### src/rtl/mpu341_pkg.sv
// Shared MPU341 data-memory definitions: RAM geometry and the host/CU
// arbiter state encoding.
package mpu341_pkg;

  localparam int MPU341_DM_ADDR_W = 4;
  localparam int MPU341_DM_DATA_W = 4;

  typedef enum logic [1:0] {
    IDLE = 2'd0,
    WAIT = 2'd1,
    ACK  = 2'd2
  } dm_arb_state_t;

  // Add one to an 8-bit statistic, sticking at all-ones.
  function automatic logic [7:0] sat_inc8(input logic [7:0] v);
    if (v == 8'hFF) begin
      sat_inc8 = 8'hFF;
    end else begin
      sat_inc8 = v + 8'd1;
    end
  endfunction

endpackage

### src/rtl/dm_wait_timer.sv
// Saturating host wait counter. Cleared while no host request is waiting,
// advanced on every waiting cycle the host is not granted. The counter port
// only exists when DM_ARB_STATS_EN is defined (it feeds the wait statistics).
module dm_wait_timer #(
  parameter int MAX_WAIT = 8,
  parameter int CNT_W    = 3
) (
  input  logic             clk,
  input  logic             reset,
  input  logic             clr,
  input  logic             en,
`ifdef DM_ARB_STATS_EN
  output logic [CNT_W-1:0] count,
`endif
  output logic             expire
);

  localparam logic [CNT_W-1:0] LAST = CNT_W'(MAX_WAIT - 1);

  logic [CNT_W-1:0] cnt;

  assign expire = (cnt == LAST);
`ifdef DM_ARB_STATS_EN
  assign count = cnt;
`endif

  // Wait counter: clear has priority, then count up to LAST and hold there.
  always_ff @(posedge clk or negedge reset) begin
    if (!reset) begin
      cnt <= {CNT_W{1'b0}};
    end else if (clr) begin
      cnt <= {CNT_W{1'b0}};
    end else if (en && !expire) begin
      cnt <= cnt + CNT_W'(1);
    end else begin
      cnt <= cnt;
    end
  end

endmodule

### src/rtl/dm_access_arbiter.sv
// Data-memory access arbiter for MPU341. Shares the 16x4 RAM (clocked on
// ~clk) between the CU, which has priority, and a host/debug port that takes
// any idle CU cycle. If the host has waited MAX_WAIT-1 cycles, the next busy
// CU cycle is stolen: mpu_stall holds the CU and the CU write is suppressed.
// Optional statistics ports are enabled with DM_ARB_STATS_EN.
module dm_access_arbiter
  import mpu341_pkg::*;
#(
  parameter int ADDR_W   = MPU341_DM_ADDR_W,
  parameter int DATA_W   = MPU341_DM_DATA_W,
  parameter int MAX_WAIT = 8
) (
  input  logic              clk,
  input  logic              reset,
  input  logic              mpu_access,
  input  logic              mpu_wren,
  input  logic [ADDR_W-1:0] mpu_addr,
  input  logic [DATA_W-1:0] mpu_wdata,
  input  logic              host_req,
  input  logic              host_we,
  input  logic [ADDR_W-1:0] host_addr,
  input  logic [DATA_W-1:0] host_wdata,
  output logic              host_ack,
  output logic [DATA_W-1:0] host_rdata,
  output logic              mpu_stall,
  output logic [ADDR_W-1:0] ram_addr,
  output logic [DATA_W-1:0] ram_wdata,
  output logic              ram_wren,
  input  logic [DATA_W-1:0] ram_q,
  output logic              host_grant
`ifdef DM_ARB_STATS_EN
  ,
  output logic [7:0]        steal_count,
  output logic [7:0]        host_wait_max
`endif
);

  localparam int CNT_W = (MAX_WAIT > 1) ? $clog2(MAX_WAIT) : 1;

  dm_arb_state_t state;
  logic          expire;
  logic          steal;
  logic          grant;
  logic          waiting;
  logic          timer_clr;
  logic          timer_en;
`ifdef DM_ARB_STATS_EN
  logic [CNT_W-1:0] wait_cnt;
`endif

  // Grant/steal decision for a host request that is still held in WAIT.
  always_comb begin
    waiting = 1'b0;
    steal   = 1'b0;
    grant   = 1'b0;
    if ((state == WAIT) && host_req) begin
      waiting = 1'b1;
      steal   = expire && mpu_access;
      grant   = !mpu_access || (expire && mpu_access);
    end else begin
      waiting = 1'b0;
      steal   = 1'b0;
      grant   = 1'b0;
    end
  end

  assign timer_clr  = (state != WAIT);
  assign timer_en   = waiting && !grant;
  assign mpu_stall  = steal;
  assign host_grant = grant;

  dm_wait_timer #(
    .MAX_WAIT (MAX_WAIT),
    .CNT_W    (CNT_W)
  ) u_wait_timer (
    .clk    (clk),
    .reset  (reset),
    .clr    (timer_clr),
    .en     (timer_en),
`ifdef DM_ARB_STATS_EN
    .count  (wait_cnt),
`endif
    .expire (expire)
  );

  // RAM port mux: host owns the port only on its granted cycle, so a stolen
  // cycle never carries the CU write.
  always_comb begin
    ram_addr  = mpu_addr;
    ram_wdata = mpu_wdata;
    ram_wren  = mpu_wren;
    if (grant) begin
      ram_addr  = host_addr;
      ram_wdata = host_wdata;
      ram_wren  = host_we;
    end else begin
      ram_addr  = mpu_addr;
      ram_wdata = mpu_wdata;
      ram_wren  = mpu_wren;
    end
  end

  // Request FSM with registered ack and read-data capture (RAM q is valid
  // by the posedge that ends the granted cycle).
  always_ff @(posedge clk or negedge reset) begin
    if (!reset) begin
      state      <= IDLE;
      host_ack   <= 1'b0;
      host_rdata <= {DATA_W{1'b0}};
    end else begin
      case (state)
        IDLE: begin
          host_ack <= 1'b0;
          if (host_req) begin
            state <= WAIT;
          end else begin
            state <= IDLE;
          end
        end
        WAIT: begin
          if (!host_req) begin
            state    <= IDLE;
            host_ack <= 1'b0;
          end else if (grant) begin
            state    <= ACK;
            host_ack <= 1'b1;
            if (!host_we) begin
              host_rdata <= ram_q;
            end else begin
              host_rdata <= host_rdata;
            end
          end else begin
            state    <= WAIT;
            host_ack <= 1'b0;
          end
        end
        ACK: begin
          state    <= IDLE;
          host_ack <= 1'b0;
        end
        default: begin
          state    <= IDLE;
          host_ack <= 1'b0;
        end
      endcase
    end
  end

`ifdef DM_ARB_STATS_EN
  // Statistics: saturating steal count and the longest wait seen.
  always_ff @(posedge clk or negedge reset) begin
    if (!reset) begin
      steal_count   <= 8'h00;
      host_wait_max <= 8'h00;
    end else begin
      if (steal) begin
        steal_count <= sat_inc8(steal_count);
      end else begin
        steal_count <= steal_count;
      end
      if ((state == WAIT) && (8'(wait_cnt) > host_wait_max)) begin
        host_wait_max <= 8'(wait_cnt);
      end else begin
        host_wait_max <= host_wait_max;
      end
    end
  end
`endif

endmodule

### config.mk
export PLATFORM = sky130hd
export DESIGN_NAME = dm_access_arbiter
export DESIGN_NICKNAME = d
export VERILOG_FILES = /design/src/rtl/mpu341_pkg.sv /design/src/rtl/dm_wait_timer.sv /design/src/rtl/dm_access_arbiter.sv
export SDC_FILE = /design/constraint.sdc
export NUM_CORES = 1
export LEC_CHECK = 0
export BUFFER_PORTS_ARGS = -buffer_cell sky130_fd_sc_hd__buf_4
export CORE_UTILIZATION = 41
export DETAILED_ROUTE_END_ITERATION = 10
export PLACE_DENSITY_LB_ADDON = 0.1
export SYNTH_ARGS = -nofsm -noshare
export SYNTH_HDL_FRONTEND = slang
export SYNTH_SLANG_ARGS = --single-unit
### constraint.sdc
create_clock -name clk -period 3.6 [get_ports clk]
set_clock_uncertainty 0.15 [all_clocks]
set_input_delay 0.18 -clock clk [delete_from_list [all_inputs] [get_ports clk]]
set_output_delay 0.18 -clock clk [all_outputs]
set_load 0.03 [all_outputs]
==> metrics.txt, run 1 <==
Hold Path Origin host_req; DIE AREA about 0.0016 sq mm; DR DRC count 0; area of the multi-input gates ~320 sq um; TritonCTS Buffers 3; routability-driven placement congestion ratio about 0.63; first-pass GRT wire length between 2000 and 2500 um; crit share post-route approximately 67%; placed cells about 100; WL per Instance 14.6 um; drt first pass iters 3; detailed-placement wirelength estimate 1180 um; reg-to-reg startpoint u_wait_timer.cnt[0]; FP Rows 13; H-tree levels 1; CP endpoint kind primary output; Post-Syn Area 583 sq um; WP data required around 3.3 ns; wire length on met3 about 60 um; die extent in y slightly below 40 um; Hold WS slightly above 0.05 ns; crit path max-delay cell type dfrtp_1; sequential share of power between 30% and 40%; drt initial violations 6; Top delay family on crit path simple AND/OR/NAND/NOR gates; crit path cell chain ha_1 > ha_1 > nor2b_2 > nor2_8 > mux2_2 > buf_4; Area Growth Syn to Fin 68.9%; routed vias/inst about 4.8; Max Cap Viol 0; Leak between 0.0005 and 0.0006 uW; number of global-route vias before repair between 400 and 500; final setup violation count 0; VDD IR max 0.347 mV; final setup TNS 0 ns; filler cell count 106; final hold vios 0; ANT cells 0; initial antenna violation count 0; non-filler cells, final 110; Met2 Wirelength around 950 um; switching power 124 uW; pin count of the biggest net entering global routing 11; min Tclk post-route between 2 and 2.5 ns; Worst-Margin Slew about 0.47 ns; Slew Limit Fails 0; P_int around 250 uW; routed wire length 1600 um; RR Endpoint state[0]; GRT Util Overall about a quarter; Comb pwr share between 30% and 40%; Hold Path Stages 3; CP max stage delay around 0.40 ns; io pins 42; Reg2Reg Depth 5; Seq cells post-synth 10; Post-DRT Antenna Nets 0; routed length on met1 ~580 um; RSZ-0062 raised after global routing no; Syn Area/Cell 12.7 sq um; most frequent CP cell ha_1; Worst Setup Path Type flip-flop to primary output; HP Class input pin to flip-flop; clock network fraction of total power between 20% and 30%; vias around 520; Post-CTS Setup Bufs 0; Pwr per Cell Area slightly below 400 mW/mm^2; Unique masters post-synth 17; setup slack, reg-to-reg 1.65 ns; grt ovf 0; CTS tree yes; Mapped Cells 46; # clock sinks 10; worst-path maximum fanout 10; relative max-transition margin 68.7%; Buf/Inv on CP 1; Seq/Total Area, Yosys between 40% and 50%; PortBufs 41; Clk Latency, worst-skew pair between 0.2 and 0.3 ns; share of layout cells above drive strength 1 ~66%; sw frac 32.8%; crit start category flip-flop; Highest Clock Rate roughly 420 MHz; worst-case clock buffer depth 2; Post-Place Setup Slack between 1 and 1.5 ns; Ys Warns 0; chip width between 30 and 40 um; WP data arrival 2.07 ns; syn nets between 70 and 80; Worst Hold Endpoint u_wait_timer.cnt[1]; status completed; FF/Latch Area between 200 and 300 sq um; Initial Utilization between 40 and 50%; Root Driver clkbuf_4; final net count roughly 120; Worst Setup Slack, final between 1 and 1.5 ns; Worst-path clk slew about 0.070 ns; top layer in use met4; core area about 0.0013 sq mm
-- layout make-up --
| type | instances | area share (%) |
|---|---|---|
| multi-input cells | 35 | 32.7 |
| well taps | 15 | 1.91 |
| flip-flops and latches | 10 | 25.4 |
| clock buffers | 4 | 3.68 |
| repair buffers | 46 | 36.3 |
-- cells in the final DEF, fill, tap and decap left out, drive strengths merged, types with 2 or more instances in the layout --
cell type,Yosys,final
buf,1,41
dfrtp,10,10
nor2,5,5
ha,2,2
clkbuf,0,4
nand3b,2,2
mux2,13,13
dlygate4sd3,0,5
nand3,2,2
a21oi,2,2
nand2,3,3
-- sequential cells by signal, indices dropped and copies added, names as in the netlist --
name and flops:
host_ack 1, u_wait_timer.cnt 3, host_rdata 4, state 2
-- cells in the mapped netlist --
cell / number / area, sq um
nand2_1: 3 / 11.3
nand2b_1: 1 / 6.26
nor3b_1: 1 / 7.51
nor2b_2: 1 / 8.76
mux2_2: 13 / 146
a21oi_1: 2 / 10.0
nand3_1: 2 / 10.0
nand3b_4: 1 / 20.0
nand3b_1: 1 / 7.51
nor2_8: 1 / 20.0
nor2_1: 4 / 15.0
nor3_4: 1 / 16.3
xor2_1: 1 / 8.76
ha_1: 2 / 25.0
and2b_2: 1 / 8.76
buf_6: 1 / 11.3
dfrtp_1: 10 / 250
-- how the worst max path moves through the flow --
| stage | from | end | slack [ns] | cells after the start |
|---|---|---|---|---|
| final | u_wait_timer.cnt[0] | ram_addr[0] | 1.20 | 6 |
| after global routing | u_wait_timer.cnt[0] | ram_wdata[3] | 1.10 | 6 |
| after CTS | u_wait_timer.cnt[0] | ram_addr[0] | 1.18 | 6 |
| after detailed placement | u_wait_timer.cnt[0] | ram_addr[0] | 1.48 | 6 |
| after global placement | u_wait_timer.cnt[0] | ram_addr[0] | 1.51 | 6 |
| after floorplan | u_wait_timer.cnt[0] | ram_addr[0] | 1.84 | 6 |
-- worst reg2reg max path: stages (launching register included) --
cell and delay (ns):
dfrtp_1 0.40, ha_1 0.20, ha_1 0.21, nor2b_2 0.40, and2b_2 0.28, nor3b_1 0.22
-- through the flow --
step | area [sq um] | util, % | power, uW
2_1_floorplan | 583 | - | 211
3_3_place_gp | 898 | 68.2 | 269
3_5_place_dp | 898 | 68.2 | 271
4_1_cts | 985 | 74.7 | 380
5_1_grt | 985 | 74.7 | 395
6_report | 985 | 74.7 | 379
-- metal layers --
| layer | global-route usage [%] | up-vias |
|---|---|---|
| li1 | - | 261 |
| met2 | 43.0 | 10 |
| met1 | 21.3 | 251 |
| met5 | 0 | - |
| met4 | 12.9 | 0 |
| met3 | 8.52 | 2 |
-- power by group through the flow --
stage	Combinational, uW	Sequential (uW)	Clock (uW)
2_1_floorplan	49.0	162	0
3_3_place_gp	132	136	0
3_5_place_dp	134	138	0
4_1_cts	138	135	107
5_1_grt	145	137	113
6_report	138	135	105
-- cell families after synthesis --
logic type	Yosys count	share of synthesized area, %
AND/OR/NAND/NOR	17	22.5
multiplexers	13	25.1
flip-flops	10	42.9
AO/OA/AOI/OAI	2	1.72
adder cells (fa/ha/maj)	2	4.29
XOR/XNOR	1	1.50
buffers and inverters	1	1.93
-- repair_timing --
item,CTS,global route
gates resized for setup,0,0
endpoints found under the hold margin,14,0
hold buffers,5,0
(Power assumes the default switching activity.)
==> run 2, diff against run 1 <==
--- a/config.mk
+++ b/config.mk
@@ -5,8 +5,9 @@
 export SDC_FILE = /design/constraint.sdc
 export NUM_CORES = 1
 export LEC_CHECK = 0
+export ABC_AREA = 1
 export BUFFER_PORTS_ARGS = -buffer_cell sky130_fd_sc_hd__buf_4
-export CORE_UTILIZATION = 41
+export CORE_UTILIZATION = 35
 export DETAILED_ROUTE_END_ITERATION = 10
 export PLACE_DENSITY_LB_ADDON = 0.1
 export SYNTH_ARGS = -nofsm -noshare
==> constraint.sdc (replaced) <==
create_clock -name clk -period 2 [get_ports clk]
set_clock_uncertainty 0.15 [all_clocks]
set_input_delay 0.1 -clock clk [delete_from_list [all_inputs] [get_ports clk]]
set_output_delay 0.1 -clock clk [all_outputs]
set_load 0.03 [all_outputs]
==> run 2 against run 1 <==
- global-route usage down 4.9 points
- worst setup slack lost 1.1 ns
- count of clock-buffer cells in the layout is 1 lower
- flip-flop and latch count did not move
- power rose by 64%
- die area is 16% higher
- via count grew 34%
- sequential power rose by 78%
- clock power increased by 29%
- cell area is 5.7% higher
- area after synthesis decreased by 0.21%
- largest cell class unchanged
- highest routed layer unchanged
==> metrics.txt, run 2 <==
status completed; FP Rows 14 (+1); core area 0.00152 sq mm (+16%); first-pass GRT wire length 2490 um (+13%); # clock sinks 10 (unchanged); worst-case clock buffer depth 2 (unchanged); crit start category flip-flop; crit path max-delay cell type dfrtp_1; final setup violation count 0 (unchanged); non-filler cells, final 149 (+35%); DIE AREA 0.00183 sq mm (+16%); max FFs per register 4 (unchanged); routability-driven placement congestion ratio 0.762 (+22%); Clk Latency, worst-skew pair 0.26 ns (-0.02 ns); Worst-path clk slew 0.06 ns (about the same); Initial Utilization 38.2% (-6.1 points); routed vias/inst 4.72 (-0.81%); most used flip-flop cell after synthesis dfrtp_1; reg-to-reg startpoint u_wait_timer.cnt[0]; Max Cap Viol 0 (unchanged); Synth top cells by count 45 x nand2_1, 10 x dfrtp_1, 6 x inv_1; crit share post-route between 90% and 100%; area of the multi-input gates 330 sq um (+2.7%); chip width 42.8 um (+7.7%); FF/Latch Area 250 sq um (unchanged); GRT Util Overall 18.4% (-4.9 points); WL per Instance 10.6 um (-27%); area share of the largest cell type after synthesis 43.0% (+0.092 points); final net count 163 (+31%); WP data arrival 1.67 ns (-0.40 ns); RR Endpoint host_rdata[0]; commonest non-fill, non-tap cells in the layout 44 x nand2_1, 42 x buf_4, 10 x dfrtp_1, 6 x dlygate4sd3_1, 5 x inv_1; WP data required 1.75 ns (-1.52 ns); Worst-Margin Slew 0.344 ns (-0.123 ns); Ys Warns 0 (unchanged); Seq cells post-synth 10 (unchanged); initial antenna violation count 0 (unchanged); PortBufs 41 (unchanged); detailed-placement wirelength estimate 1070 um (-9.3%); area leader, netlist dfrtp_1; most common cell after layout, fill and taps aside nand2_1; most frequent cell after synthesis nand2_1; Pwr per Cell Area 598 mW/mm^2 (+55%); filler cell count 134 (+26%); Root Driver clkbuf_4; io pins 42 (unchanged); Slew Limit Fails 0 (unchanged); CP endpoint kind primary output; biggest regs host_rdata x4, u_wait_timer.cnt x3, state x2; VDD IR max 0.463 mV (+33%); Unique masters post-synth 14 (-3); number of global-route vias before repair 599 (+22%); Reg2Reg Depth 7 (+2); TritonCTS Buffers 3 (unchanged); HP Class input pin to flip-flop; Highest Clock Rate 522 MHz; crit path cell chain ha_1 > ha_2 > nor2_4 > nor2_4 > buf_12 > nand2_1 > nand2_1 > buf_4; Syn Area/Cell 7.18 sq um (-43%); worst setup path endpoint ram_wdata[3]; Post-DRT Antenna Nets 0 (unchanged); vias 704 (+34%); grt ovf 0 (unchanged); drt initial violations 5 (-1); CTS tree yes; setup slack, reg-to-reg 0.47 ns (-1.18 ns); DR DRC count 0 (unchanged); leading post-synthesis cells by cell area dfrtp_1 43%, nand2_1 29%, nand3_2 5.2%; die extent in y 42.8 um (+7.7%); ANT cells 0 (unchanged); pin count of the biggest net entering global routing 14 (+3); CP max stage delay 0.40 ns (about the same); placed cells 137 (+36%); min Tclk post-route 1.92 ns; EDFF count, synth 0 (unchanged); FFs w/ async S/R, synth 100% (unchanged); routed wire length 1580 um (-1.6%); worst-path maximum fanout 13 (+3); Worst Setup Path Type flip-flop to primary output; Reg with most FFs host_rdata; crit path from u_wait_timer.cnt[0]; drt first pass iters 4 (+1); Mapped Cells 81 (+76%); syn nets 109 (+47%); final hold vios 0 (unchanged); Leak 0.000588 uW (+16%); share of layout cells above drive strength 1 41.4% (-25 points); Post-Syn Area 582 sq um (-0.21%); H-tree levels 1 (unchanged); Area Growth Syn to Fin 78.9%; Seq/Total Area, Yosys 43.0% (+0.092 points); Hold WS 0.0127 ns (-0.0392 ns); relative max-transition margin 77.0% (+8.2 points)
## run 2: per-layer routing
layer	GRT usage, %	vias up	share of wire [%]
met5	0	-	0
met3	7.66	2	7.0
li1	-	359	-
met2	33.6	21	54
met1	19.5	322	39
met4	3.75	0	0.25
## run 2: layout make-up
type / count / area share, %
Sequential cell: 10 / 24.0
Multi-Input combinational cell: 65 / 31.7
Clock buffer: 3 / 2.16
Timing Repair Buffer: 49 / 38.0
Inverter: 6 / 2.16
Tap cell: 16 / 1.92
## run 2: cell families after synthesis
family                   after synthesis  share of synthesized area [%]
AO/OA/AOI/OAI                          3                           2.58
AND/OR/NAND/NOR                       59                           44.3
buffers and inverters                  7                           5.81
adder cells (fa/ha/maj)                2                           4.30
flip-flops                            10                           43.0
## run 2: worst min path at each step
stage,cells after the start,slack (ns),to,from
global route,3,0.003,state[0],mpu_access
detailed placement,1,-0.21,host_rdata[1],reset
CTS,4,0.03,host_rdata[0],host_we
finish,3,0.01,state[0],mpu_access
global placement,1,-0.21,host_rdata[1],reset
floorplan,0,-0.35,host_ack,reset
## run 2: where the power goes
| part | total (uW) | switching, uW | internal, uW |
|---|---|---|---|
| clock network | 135 | 66.0 | 69.4 |
| registers | 240 | 13.7 | 226 |
| logic | 247 | 139 | 108 |
## run 2: what timing repair did
action,4_1_cts,5_1_grt
setup buffers,0,2
cloned,1,0
hold buffers,6,0
endpoints found under the hold margin,15,0
setup endpoints to repair,9,9
gates resized for setup,2,4
pin swaps,1,3
## run 2: through the flow
step | cell area [sq um] | power [uW] | utilization, % | TNS, ns | setup slack, ns
finish | 1040 | 622 | 68.3 | 0 | 0.0848
global route | 1040 | 659 | 68.3 | -0.0162 | -0.0155
detailed placement | 898 | 470 | 58.9 | 0 | 0.252
global placement | 898 | 466 | 58.9 | 0 | 0.316
floorplan | 582 | 364 | - | 0 | 0.278
CTS | 1000 | 620 | 65.7 | 0 | 0.0422
## run 2: worst max-delay path, delay by kind of cell (launching register included)
family | cells | cell delay, ns
adder cells (fa/ha/maj) | 2 | 0.41
AND/OR/NAND/NOR | 4 | 0.28
buffers and inverters | 2 | 0.30
flip-flops | 1 | 0.40
